$ cat src/rtl/serial_subtractor.sv
// ---------------------------------------------------------------------------
// serial_subtractor
//
// Bit-serial two's-complement subtractor. Computes a - b one bit per clock,
// LSB first, using a single full-subtractor cell and a borrow flip-flop.
// A result takes WIDTH+1 cycles from the accepted start to the done pulse.
//
// Parameters
//   WIDTH       operand / result width in bits (>= 2)
//
// Ports
//   clk         single clock, rising edge
//   rst_n       asynchronous active-low reset
//   start       request a subtraction; accepted in IDLE or DONE only
//   a           minuend, captured on the accepted start
//   b           subtrahend, captured on the accepted start
//   busy        high while bits are being processed (SHIFT)
//   done        one-cycle pulse, diff / borrow_out valid
//   diff        a - b modulo 2^WIDTH, held until the next accepted start
//   borrow_out  final borrow, 1 iff unsigned a < b
//   ovf         signed overflow of a - b (only with SERIAL_SUB_OVF_EN)
//
// Configuration
//   SERIAL_SUB_OVF_EN  when defined, adds the ovf output and its logic.
// ---------------------------------------------------------------------------

// Single-bit full subtractor: d = x - y - bin, bout = borrow out.
module full_sub_cell (
    input  logic x,
    input  logic y,
    input  logic bin,
    output logic d,
    output logic bout
);

    logic x_xor_y;

    assign x_xor_y = x ^ y;
    assign d       = x_xor_y ^ bin;
    // Borrow when x=0,y=1, or when x==y and a borrow is already pending.
    assign bout    = (~x & y) | (~x_xor_y & bin);

endmodule

module serial_subtractor #(
    parameter int WIDTH = 8
) (
    input  logic             clk,
    input  logic             rst_n,
    input  logic             start,
    input  logic [WIDTH-1:0] a,
    input  logic [WIDTH-1:0] b,
    output logic             busy,
    output logic             done,
    output logic [WIDTH-1:0] diff,
    output logic             borrow_out
`ifdef SERIAL_SUB_OVF_EN
    ,
    output logic             ovf
`endif
);

    localparam int CNT_W = $clog2(WIDTH + 1);
    localparam logic [CNT_W-1:0] LAST_BIT = CNT_W'(WIDTH - 1);

    typedef enum logic [1:0] {
        IDLE  = 2'd0,
        SHIFT = 2'd1,
        DONE  = 2'd2
    } state_t;

    state_t           state;
    logic [WIDTH-1:0] a_sr;
    logic [WIDTH-1:0] b_sr;
    logic [WIDTH-1:0] res_sr;
    logic             borrow_ff;
    logic [CNT_W-1:0] cnt;
    logic             cell_d;
    logic             cell_bout;

    // The one arithmetic cell, fed by the operand LSBs and the borrow FF.
    full_sub_cell u_cell (
        .x    (a_sr[0]),
        .y    (b_sr[0]),
        .bin  (borrow_ff),
        .d    (cell_d),
        .bout (cell_bout)
    );

    // The result register and borrow FF are the outputs directly: they hold
    // from DONE until the next accepted start and are partial during SHIFT.
    assign diff       = res_sr;
    assign borrow_out = borrow_ff;

    // NOTE: sequential state uses non-blocking assignments so every register
    // samples pre-edge values, regardless of statement order.
    // NOTE: the shift registers are reset as well, because diff is taken
    // straight from the result register and must read 0 out of reset.
    always_ff @(posedge clk or negedge rst_n) begin
        if (!rst_n) begin
            state     <= IDLE;
            a_sr      <= '0;
            b_sr      <= '0;
            res_sr    <= '0;
            borrow_ff <= 1'b0;
            cnt       <= '0;
            busy      <= 1'b0;
            done      <= 1'b0;
`ifdef SERIAL_SUB_OVF_EN
            ovf       <= 1'b0;
`endif
        end else begin
            case (state)
                IDLE: begin
                    done <= 1'b0;
                    if (start) begin
                        a_sr      <= a;
                        b_sr      <= b;
                        borrow_ff <= 1'b0;
                        cnt       <= '0;
                        busy      <= 1'b1;
                        state     <= SHIFT;
`ifdef SERIAL_SUB_OVF_EN
                        ovf       <= 1'b0;
`endif
                    end
                end

                SHIFT: begin
                    // Difference bit enters at the MSB, so after WIDTH shifts
                    // bit 0 of the result sits at bit 0 of the register.
                    res_sr    <= {cell_d, res_sr[WIDTH-1:1]};
                    a_sr      <= a_sr >> 1;
                    b_sr      <= b_sr >> 1;
                    borrow_ff <= cell_bout;
                    cnt       <= cnt + 1'b1;
                    if (cnt == LAST_BIT) begin
                        busy  <= 1'b0;
                        done  <= 1'b1;
                        state <= DONE;
`ifdef SERIAL_SUB_OVF_EN
                        // On the last bit the cell sees the operand MSBs and
                        // produces the result MSB.
                        ovf   <= (a_sr[0] ^ b_sr[0]) & (a_sr[0] ^ cell_d);
`endif
                    end
                end

                DONE: begin
                    done <= 1'b0;
                    // Back-to-back: a start here is accepted just as in IDLE.
                    if (start) begin
                        a_sr      <= a;
                        b_sr      <= b;
                        borrow_ff <= 1'b0;
                        cnt       <= '0;
                        busy      <= 1'b1;
                        state     <= SHIFT;
`ifdef SERIAL_SUB_OVF_EN
                        ovf       <= 1'b0;
`endif
                    end else begin
                        state <= IDLE;
                    end
                end

                default: begin
                    busy  <= 1'b0;
                    done  <= 1'b0;
                    state <= IDLE;
                end
            endcase
        end
    end

endmodule

$ cat config.mk
export PLATFORM = sky130hd
export DESIGN_NAME = serial_subtractor
export DESIGN_NICKNAME = d
export VERILOG_FILES = /design/src/rtl/serial_subtractor.sv
export SDC_FILE = /design/constraint.sdc
export NUM_CORES = 1
export LEC_CHECK = 0
export CAP_MARGIN = 25
export CORE_MARGIN = 4
export CORE_UTILIZATION = 23
export DETAILED_ROUTE_END_ITERATION = 10
export DONT_BUFFER_PORTS = 1
export PLACE_DENSITY = 0.45
export SYNTH_ARGS = -nofsm -noshare
export SYNTH_HDL_FRONTEND = slang
export SYNTH_HIERARCHICAL = 1
export SYNTH_SLANG_ARGS = --single-unit
$ cat constraint.sdc
create_clock -name clk -period 1.4 [get_ports clk]
set_clock_uncertainty 0.2 [all_clocks]
set_input_delay 0.28 -clock clk [delete_from_list [all_inputs] [get_ports clk]]
set_output_delay 0.28 -clock clk [all_outputs]
set_load 0.01 [all_outputs]
# == Word level (Yosys, flattened, before mapping) ==
# Index checks and enable logic that the tools add are counted.
# word_totals
register_bits,33
mem_bits_ro,0
n_memories,0
in_bits,19
output_inout_bits,11
latch_bits,0
word_cells,45
mem_bits_rw,0
# classes
addsub,1
n_bitwise,7
order_cmp,0
div,0
n_eq_ne,6
mul,0
shifts,0
reduce_logical,6
mux,17
# ops
operator,count
one-hot mux 8 bit (2 select lines),2
2-to-1 mux 8 bit,2
one-hot mux 4 bit (2 select lines),1
2-to-1 mux 1 bit,6
one-hot mux 2 bit (3 select lines),1
AND reduction 2 bit,3
adder 4 x 1 -> 4 bit (second input constant),1
equality test 4 x 3 -> 1 bit (second input constant),1
2-to-1 mux 2 bit,2
2-to-1 mux 4 bit,1
!= test 2 bit (second input constant),2
one-hot mux 1 bit (2 select lines),2
bitwise AND 1 bit,2
equality test 2 x 1 -> 1 bit (second input constant),1
equality test 2 bit (second input constant),1
logical NOT 2 bit,1
!= test 2 x 1 -> 1 bit (second input constant),1
NOT 1 bit,2
nonzero test 2 bit,1
OR reduction 2 bit,1
bitwise XOR 1 bit,2
OR 1 bit,1

# == Logic depth before layout (Yosys ltp) ==
# depth
word_depth,5
mapped_depth,6

# == Hierarchy ==
# The synthesis kept the hierarchy.
# modules_own_cells
module,seq_area_each_um2,instances,area_each_um2,cells_each
serial_subtractor,825.8,1,1582.8,110
full_sub_cell,0.0,1,31.3,4

# == Least setup slack after synthesis ==
# OpenSTA, ideal clock, no wires.
# synth_path
path_kind,reg-to-reg
startpoint,reg state[0]
endpoint,reg a_sr[6]
period_less_slack_ps,1521
stages_incl_launch_ff,5
required_ps,1075
arrival_time_ps,1196
path_slack_ps,-121
n_path_buf,2
cell_sequence,dfrtp_1 -> buf_6 -> buf_2 -> mux2_2 -> mux2_4
# synth_between
elab_chain_len,4
elab_cells_between_ends,8
classes_between,eq/ne (3); mux (1); reduce/logical (4)
# synth_lines
item,line_no,rtl
from (decl),72,state_t state;
from (signal assigned),101,state <= IDLE;
from (signal assigned),122,state <= SHIFT;
from (signal assigned),140,state <= DONE;
equality test 2 bit / logical NOT 2 bit (equally long branches),113,case (state)
OR reduction 2 bit (no source line),-,
!= test 2 x 1 -> 1 bit (no source line) / nonzero test 2 bit (equally long branches),-,
AND reduction 2 bit (no source line),-,
to (signal assigned),133,a_sr <= a_sr >> 1;
to (decl),73,logic [WIDTH-1:0] a_sr;
# Parallel ways exist; a longest one is shown, timed or not.
# A chain may end at the register's enable or synchronous reset.

# == Final worst setup path ==
# layout_path
startpoint,reg state[0]
endpoint,reg b_sr[3]
# layout_between
elab_chain_len,4
elab_cells_between_ends,8
classes_between,eq/ne (3); mux (1); reduce/logical (4)
# layout_lines
item,line_no,rtl
equality test 2 bit / logical NOT 2 bit (equally long branches),113,
OR reduction 2 bit (no source line),-,
!= test 2 x 1 -> 1 bit (no source line) / nonzero test 2 bit (equally long branches),-,
AND reduction 2 bit (no source line),-,
to (signal assigned),134,b_sr <= b_sr >> 1;
to (decl),74,logic [WIDTH-1:0] b_sr;
# Parallel ways exist; a longest one is shown, timed or not.

==> flow_summary_export.csv <==
group,metric,value,unit
detailed_routing,vias,933,
die,coreArea,0.006794,mm^2
cells_and_area,fin_util,0.3041,
sta,clock.fmax,661.9,MHz
sta,min_period,1511,ps
pwr,p_per_area,2450,mW/mm^2
cells_and_area,nNetsFinal,155,
setup_path,cp.required,1370,ps
flow_run,max-cap-violations,0,
detailed_routing,wire_per_inst,14.00,um
setup_path,crit_type,"reg -> reg",
pwr,power.leakage,0.9528,nW
setup_path,cp-start-kind,"register",
detailed_routing,via_per_inst,4.039,
setup_path,worstPathArrival,1480,ps
yosys,synth_nets,135,
yosys,yosysSeqAreaShare,0.5116,
die,ios,30,
cells_and_area,diodes,0,
cells_and_area,final_common_cell,"dfrtp_1",
global_routing,grt_util_all_layers,0.08407,
placed_design,place_congestion,0.6347,
yosys,ys_types,26,
sta,rsz0062_at_grt,"true",
sta,setup_slack,-110.7,ps
sta,relSlewSlack,0.8762,
detailed_routing,first_iter_violations,28,
detailed_routing,wl,3234,um
setup_path,crit_fanout,11,
pwr,ir_drop,923.0,uV
outcome,status,"finished with violations",
global_routing,grt_pass1_vias,1096,
cells_and_area,drive_above_1_share,0.5481,
sta,slew_viol_final,0,
clocking,htreeDepth,2,
detailed_routing,dr.pass1.iters,2,
clocking,clock_tree.root_cell,"clkbuf_8",
yosys,netlist_area,0.001614,mm^2
die,start_util,0.2376,
pwr,finalPower,5.062,mW
die,rows,30,
yosys,ys_seq_elements,33,
cells_and_area,final_cell_area,0.002066,mm^2
yosys,yosys_warnings,6,
detailed_routing,drc,0,
setup_path,end_kind,"register",
clocking,cts_tree,"yes",
clocking,numCtsBuffers,5,
global_routing,grt_pass1_wl,5595,um
outcome,violations,"negative setup slack",
clocking,path_clk_slew,70,ps
clocking,clock_path_buffers,2,
sta,post-route-period-util,1.079,
placed_design,dpl_cell_area,0.001769,mm^2
placed_design,dp_hpwl,2120,um
hold_path,hp-class,"in -> reg",
die,chipHeight,91.77,um
sta,hold_viol_final,0,
placed_design,dp.cells,214,
sta,tightest_slew,185.8,ps
sta,setup_viol,22,
cells_and_area,syn2layout_area_growth,27.98,%
global_routing,antenna_found_initial,0,
yosys,syn_area_per_cell,14.16,um^2
clocking,clk_latency,280,ps
cells_and_area,final_cell_mix,"dfrtp_1, mux2_4, mux2_2",
die,die_w,91.77,um
global_routing,grt_max_degree,34,
die,die-area,0.008422,mm^2
placed_design,portBuffers,0,
yosys,synthCells,114,
detailed_routing,antenna_left,0,
cells_and_area,layout.cells.non_filler,231,
global_routing,grt-ovfl-total,0,
clocking,cts.sinks,33,
final timing paths:
check                      slack (ps)  depth (start not counted)  startpoint      end
max in group asynchronous         590                          2       rst_n  a_sr[4]
hold / removal                     30                          2       start   cnt[3]
setup reg to reg                 -110                          3    state[0]  b_sr[3]
setup / recovery                 -110                          3    state[0]  b_sr[3]
min in group asynchronous         240                          2       rst_n  b_sr[1]
hold reg to reg                   310                          1     a_sr[1]  a_sr[1]
Yosys cell counts:
cell type,count,area [um^2]
dfrtp_1,33,825.8
mux2_2,26,292.8
mux2_4,10,150.1
inv_1,6,22.52
o21ai_0,6,30.03
nand3_1,5,25.02
nor2_1,4,15.01
buf_2,2,10.01
buf_6,2,22.52
mux2i_1,2,20.02
nand2b_4,2,27.53
xnor2_1,2,17.52
a21o_1,1,7.510
a22o_1,1,8.760
and3b_1,1,8.760
buf_12,1,20.02
buf_8,1,15.01
clkbuf_2,1,5.000
fa_1,1,20.02
ha_1,1,12.51
nand2_8,1,20.02
nand2b_1,1,6.260
nand4b_1,1,8.760
nor2b_1,1,6.260
nor3b_1,1,7.510
o32ai_1,1,8.760
layout make-up:
type / instances / area [um^2]
fill: 702 / 4728
sequential: 33 / 825.8
inverter: 6 / 22.52
tap: 96 / 120.1
clock buffer: 5 / 68.82
multi-input combinational: 69 / 792.0
timing repair buffer: 19 / 219.0
clock inverter: 3 / 17.52
worst max-delay path, stage by stage, from the launching register on:
cell,delay (ps)
dfrtp_1,410
buf_6,180
mux2_2,350
mux2_4,260
through the flow:
stage | setup slack [ps] | TNS, ps | hold slack [ps]
finish | -110.7 | -1608 | 26.81
global route | -147.6 | -2419 | 32.35
CTS | -105.9 | -2218 | 17.50
detailed placement | -103.1 | -1876 | -214.1
global placement | -71.86 | -1378 | -214.0
floorplan | -104.6 | -1254 | -215.6
flip-flops by register name (all words and copies together), names as in the netlist:
register	cells
a_sr	8
b_sr	8
borrow_out	1
busy	1
cnt	4
diff	8
done	1
state	2
metal layers:
layer / vias to the layer above / track usage / part of all wire
met5: - / 0 / 0
met4: 0 / 0.02970 / 0.012
met3: 4 / 0.03610 / 0.057
met2: 19 / 0.1369 / 0.51
met1: 475 / 0.09872 / 0.42
li1: 435 / - / -
cells by family after synthesis:
kind of cell | Yosys count | share of synthesized area
flip-flops | 33 | 0.5116
AND/OR/NAND/NOR | 17 | 0.07753
multiplexers | 38 | 0.2868
buffers and inverters | 13 | 0.05891
adder cells (fa/ha/maj) | 2 | 0.02015
XOR/XNOR | 2 | 0.01085
AO/OA/AOI/OAI | 9 | 0.03411
repair_timing:
item / in CTS / in global routing
setup endpoints to repair: 26 / 29
pin swaps: 5 / 0
resized for setup: 33 / 2
buffers inserted: 5 / 1
hold buffers: 3 / 0
cloned: 3 / 0
hold endpoints to repair: 35 / 0
power by group:
part / switching, mW / leakage [nW] / internal (mW)
sequential: 0.379 / 0.403 / 1.40
combinational: 0.911 / 0.506 / 1.67
clock: 0.359 / 0.0439 / 0.343
total: 1.65 / 0.953 / 3.41
No activity file was read; power rests on OpenSTA's default activity.
